===== src/rtl/alu_op_sequencer.sv =====
// alu_op_sequencer: initiator for a combinational 32-bit ALU.
// Accepts tagged requests, holds registered operands on the ALU for SETTLE
// cycles, then captures out/zero/neg into an in-order response FIFO.
// Handshakes: a transfer happens on a rising edge where valid && ready; ready
// never depends on valid, and a producer keeps its payload stable while valid=1
// and ready=0 (req_* are simply ignored while req_ready=0).
// Optional feature macro: ALU_SEQ_STATS_EN (completed-op counter on stat_ops).
module alu_op_sequencer #(
    parameter int DEPTH  = 4,
    parameter int SETTLE = 1,
    parameter int TAG_W  = 4
) (
    input  logic             clk,
    input  logic             rst_n,
    input  logic             req_valid,
    output logic             req_ready,
    input  logic [31:0]      req_in1,
    input  logic [31:0]      req_in2,
    input  logic [3:0]       req_control,
    input  logic [TAG_W-1:0] req_tag,
    output logic [31:0]      alu_in1,
    output logic [31:0]      alu_in2,
    output logic [3:0]       alu_control,
    input  logic [31:0]      alu_out,
    input  logic             alu_zero,
    input  logic             alu_neg,
    output logic             rsp_valid,
    input  logic             rsp_ready,
    output logic [31:0]      rsp_out,
    output logic             rsp_zero,
    output logic             rsp_neg,
    output logic [TAG_W-1:0] rsp_tag,
    output logic [15:0]      stat_ops
);
    localparam int PTR_W  = $clog2(DEPTH);
    localparam int CNT_W  = PTR_W + 1;
    localparam int WCNT_W = (SETTLE > 1) ? $clog2(SETTLE) : 1;
    localparam int ENT_W  = 32 + 2 + TAG_W;
    localparam logic [CNT_W-1:0]  DEPTH_C   = CNT_W'(DEPTH);
    localparam logic [WCNT_W-1:0] LAST_WAIT = WCNT_W'(SETTLE - 1);

    typedef enum logic {
        S_IDLE = 1'b0,
        S_WAIT = 1'b1
    } state_t;

    state_t              state_q, state_d;
    logic [WCNT_W-1:0]   wcnt_q, wcnt_d;
    logic                accept, push, pop;
    logic [31:0]         alu_in1_q, alu_in2_q;
    logic [3:0]          alu_control_q;
    logic [TAG_W-1:0]    tag_q;
    logic [ENT_W-1:0]    mem_q [DEPTH];
    logic [PTR_W-1:0]    wr_ptr_q, rd_ptr_q;
    logic [CNT_W-1:0]    count_q;
    logic [ENT_W-1:0]    head;
    logic                fifo_nonempty;

    // State register and settle counter.
    always_ff @(posedge clk) begin
        if (!rst_n) begin
            state_q <= S_IDLE;
            wcnt_q  <= '0;
        end else begin
            state_q <= state_d;
            wcnt_q  <= wcnt_d;
        end
    end

    // Next state: accept only when the FIFO can absorb the result, so the
    // later push can never overflow or stall.
    always_comb begin
        state_d   = state_q;
        wcnt_d    = wcnt_q;
        req_ready = 1'b0;
        accept    = 1'b0;
        push      = 1'b0;
        case (state_q)
            S_IDLE: begin
                req_ready = (count_q < DEPTH_C);
                if (req_valid && req_ready) begin
                    accept  = 1'b1;
                    wcnt_d  = '0;
                    state_d = S_WAIT;
                end
            end
            S_WAIT: begin
                if (wcnt_q == LAST_WAIT) begin
                    push    = 1'b1;
                    state_d = S_IDLE;
                end else begin
                    wcnt_d = wcnt_q + 1'b1;
                end
            end
            default: state_d = S_IDLE;
        endcase
    end

    // Operand and tag registers; they keep their last values between ops.
    always_ff @(posedge clk) begin
        if (!rst_n) begin
            alu_in1_q     <= '0;
            alu_in2_q     <= '0;
            alu_control_q <= '0;
            tag_q         <= '0;
        end else if (accept) begin
            alu_in1_q     <= req_in1;
            alu_in2_q     <= req_in2;
            alu_control_q <= req_control;
            tag_q         <= req_tag;
        end
    end

    assign alu_in1     = alu_in1_q;
    assign alu_in2     = alu_in2_q;
    assign alu_control = alu_control_q;

    assign fifo_nonempty = (count_q != '0);
    assign pop           = fifo_nonempty && rsp_ready;

    // FIFO pointers and occupancy; pointers wrap naturally (DEPTH is 2^n).
    always_ff @(posedge clk) begin
        if (!rst_n) begin
            wr_ptr_q <= '0;
            rd_ptr_q <= '0;
            count_q  <= '0;
        end else begin
            if (push) wr_ptr_q <= wr_ptr_q + 1'b1;
            if (pop)  rd_ptr_q <= rd_ptr_q + 1'b1;
            case ({push, pop})
                2'b10:   count_q <= count_q + 1'b1;
                2'b01:   count_q <= count_q - 1'b1;
                default: count_q <= count_q;
            endcase
        end
    end

    // FIFO storage; contents are only visible through a valid head.
    always_ff @(posedge clk) begin
        if (push) mem_q[wr_ptr_q] <= {alu_out, alu_zero, alu_neg, tag_q};
    end

    assign head      = mem_q[rd_ptr_q];
    assign rsp_valid = fifo_nonempty;
    assign rsp_out   = fifo_nonempty ? head[ENT_W-1 -: 32] : 32'h0;
    assign rsp_zero  = fifo_nonempty ? head[TAG_W+1]       : 1'b0;
    assign rsp_neg   = fifo_nonempty ? head[TAG_W]         : 1'b0;
    assign rsp_tag   = fifo_nonempty ? head[TAG_W-1:0]     : '0;

`ifdef ALU_SEQ_STATS_EN
    logic [15:0] stat_ops_q;

    // Saturating count of results written into the FIFO.
    always_ff @(posedge clk) begin
        if (!rst_n) begin
            stat_ops_q <= '0;
        end else if (push && (stat_ops_q != 16'hFFFF)) begin
            stat_ops_q <= stat_ops_q + 16'd1;
        end
    end

    assign stat_ops = stat_ops_q;
`else
    assign stat_ops = 16'h0000;
`endif

endmodule


===== config.mk =====
export PLATFORM = sky130hd
export DESIGN_NAME = alu_op_sequencer
export DESIGN_NICKNAME = d
export VERILOG_FILES = /design/src/rtl/alu_op_sequencer.sv
export SDC_FILE = /design/constraint.sdc
export NUM_CORES = 1
export LEC_CHECK = 0
export ABC_CLOCK_PERIOD_IN_PS = 2900
export BUFFER_PORTS_ARGS = -buffer_cell sky130_fd_sc_hd__buf_2
export CORE_UTILIZATION = 53
export CTS_BUF_LIST = sky130_fd_sc_hd__clkbuf_4
export CTS_CLUSTER_SIZE = 16
export DETAILED_ROUTE_END_ITERATION = 12
export GPL_ROUTABILITY_DRIVEN = 0
export PLACE_DENSITY = 0.8
export SLEW_MARGIN = 0
export SYNTH_ARGS = -nofsm -noshare
export SYNTH_HDL_FRONTEND = slang
export SYNTH_SLANG_ARGS = --single-unit

===== constraint.sdc =====
create_clock -name clk -period 2.9 [get_ports clk]
set_clock_uncertainty 0.1 [all_clocks]
set_input_delay 0.29 -clock clk [delete_from_list [all_inputs] [get_ports clk]]
set_output_delay 0.29 -clock clk [all_outputs]
set_load 0.05 [all_outputs]

==> results.toml <==
[die]
rows = 47
num_io_pins = 234
start_util_pct = 54.6
dieArea_mm2 = 0.0177
core-area_mm2 = 0.0166
die_y_um = 133
die_w_um = 133

[clock_tree]
clock_latency_ns = 0.66
h-tree-depth = 2
cts_made_buffers = 56
cts_sinks = 234
cts.reportedPaths.clkPinSlew_ns = 0.08
clk_path_buf_depth = 3
cts_setup_buffers = 0
cts_tree = "yes"
root_buffer = "clkbuf_4"

[routing]
antenna_left = 0
num_vias = 6373
dr.pass1.iters = 5
viasPerCell = 5.11
routed_wl_mm = 21.6
drtIter0Drc = 239
route.detailed.drc = 0
wl_per_cell_um = 17.3

[synth]
yosysTopAreaCell = "edfxtp_1"
synth_cell_types = 27
synth.area.top_cells = "edfxtp_1 50%, dfxtp_1 18%, mux4_2 9.4%"
synthSimpleGateAreaFrac_pct = 10.0
synth.avg_cell_area_um2 = 14.5
synth_cells = 625
synthesis.area_mm2 = 0.00908
synth_top_area_share_pct = 50.3
synth_warnings = 0
synth_top_family_by_area = "simple AND/OR/NAND/NOR gates"
synth_compound_area_share_pct = 6.39
postSynthRegisterBits = 234
synth_xor_xnor_area_share_pct = 0.289
synthMuxAreaShare_pct = 9.54
yosys.area_share.adder_pct = 0.909
synth_seq_area_share_pct = 68.3

[worst_setup_path]
critical_path_buf_inv_count = 2
end_kind = "output port"
cp_max_fo = 17
reg2reg_slack_ns = 0.70
startpoint_type = "flip-flop"
cp.required_ns = 2.51
crit_type = "flip-flop to output port"
cp_num_cells = 4
reg2reg_depth = 8
arrival_ns = 2.30
slowest_stage = "dfxtp_2"
crit_chain = "buf_4 > mux4_2 > nor2b_1 > buf_2"
worst_path_largest_cell_delay_ns = 0.63
cp_top_family = "flip-flops"

[timing]
report.final.hold_viol_count = 0
maxSlewViolCount = 0
fin_setup_tns_ns = 0
relSlewSlack_pct = 54.4
setup_slack_ns = 0.213
finalSetupViolCount = 0
fin_crit_sh_pct = 92.6
rsz0062_at_grt = "false"
tightest_slew_ns = 0.684
fmax_mhz = 372
fin_crit_ns = 2.69

[place]
io_buffers = 217
dpl-instance-area_mm2 = 0.0103
place_ws_ns = 0.744
place_inst = 1035
hpwl_mm = 11.6

[finish]
nets = 1096
nFillCells = 1011
design_area_mm2 = 0.0121
stdcell_count = 1246
area_growth_pct = 33.3
layout-drive-gt1-share_pct = 35.5

[global_route]
grt_use_total_pct = 24.9
first_global_vias = 6844
antenna_found_initial = 3
grt_max_degree = 74
grt_first_pass_wirelength_mm = 33.9
grt_remaining_overflow = 0

[run_status]
outcome = "complete, no violations"

[hold_path]
hold_path_class = "input pin to flip-flop"
hold_depth = 2

[pwr]
p_leak_nw = 4.85
power_density_mw_per_mm2 = 803
peakVddDrop_uv = 529

[job]
max_cap_violations = 0
-- kinds of logic (layout without fill, tap and decap cells) --
logic type	count (synthesis)	after routing
simple gates	202	202
flops	234	234
buf+inv	61	444
other cells	1	19
mux	39	39
xor+xnor	3	3
fa+ha+maj	6	6
compound gates	79	79
-- power by group --
part / switching [mW] / total (mW) / internal, mW / leakage, nW
combinational: 2.21 / 3.19 / 0.979 / 2.37
clock: 1.27 / 2.66 / 1.39 / 0.426
sequential: 0.119 / 3.87 / 3.76 / 2.06
total: 3.60 / 9.72 / 6.12 / 4.85
-- cell type report --
class	instances	area, um^2	share of cell area, %
Sequential cell	234	6210	51.3
Multi-Input combinational cell	345	2540	21.0
Timing Repair Buffer	336	2320	19.2
Clock buffer	82	616	5.09
Tap cell	220	275	2.27
Clock inverter	19	104	0.858
Inverter	7	26.3	0.217
Antenna cell	3	7.51	0.0620
-- worst reg2reg max path, stage by stage, from the launching register on --
cell	delay, ns
dfxtp_1	0.47
nor3_4	0.07
nor2b_1	0.18
ha_1	0.23
inv_1	0.06
fa_1	0.37
xor2_1	0.15
or3_1	0.30
a21boi_0	0.18
-- through the flow --
step	utilization, %	hold slack (ns)	power, mW
floorplan	-	0.289	6.36
global placement	61.9	0.337	6.96
detailed placement	61.9	0.342	7.00
CTS	72.7	0.105	9.76
global route	72.7	0.111	10.1
finish	72.7	0.108	9.72
-- sequential cells by signal, summed over array words and instances, names as in the netlist, named ones only --
name	cells
alu_in2	32
mem_q	152
alu_in1	32
alu_control	4
tag_q	4
rd_ptr_q	2
state_q	1
count_q	3
wr_ptr_q	2
-- cell usage after synthesis (all sizes together) --
master	number
nor2b	36
nor3	1
and2b	4
o21ai	5
mux2i	1
or3	2
fa	1
nor3b	1
clkbuf	14
dfxtp	82
a21boi	74
nor2	1
ha	5
mux4	38
nand4bb	1
nand2	147
xor2	2
xnor2	1
buf	40
edfxtp	152
inv	7
and2	8
conb	1
or3b	1
-- worst paths after layout --
check	start	endpoint
worst max-delay path	flip-flop	rsp_out[14]
worst min-delay path	rst_n	alu_in1[13]
worst max register to register	count_q[2]	count_q[2]
worst min register to register	alu_in1[26]	alu_in1[26]
-- what timing repair did --
action / in CTS / in global routing
hold buffers: 107 / 0
hold endpoints to repair: 212 / 0
resized for setup: 0 / 0
-- per-layer routing --
layer / routed length [um] / global-route usage [%]
met5: 0 / 0
met2: 10600 / 42.0
met1: 8310 / 28.0
met3: 1870 / 7.74
met4: 816 / 14.4
-- placed cells by master (no fill, tap or decap), types with 14 or more instances in the layout --
cell	count
conb_1	16
nor2b_1	36
dfxtp_1	80
buf_2	217
dlygate4sd3_1	107
clkinv_1	14
clkbuf_4	82
a21boi_1	70
edfxtp_1	152
mux4_2	38
nand2_1	147
No activity file was read; power rests on OpenSTA's default activity.
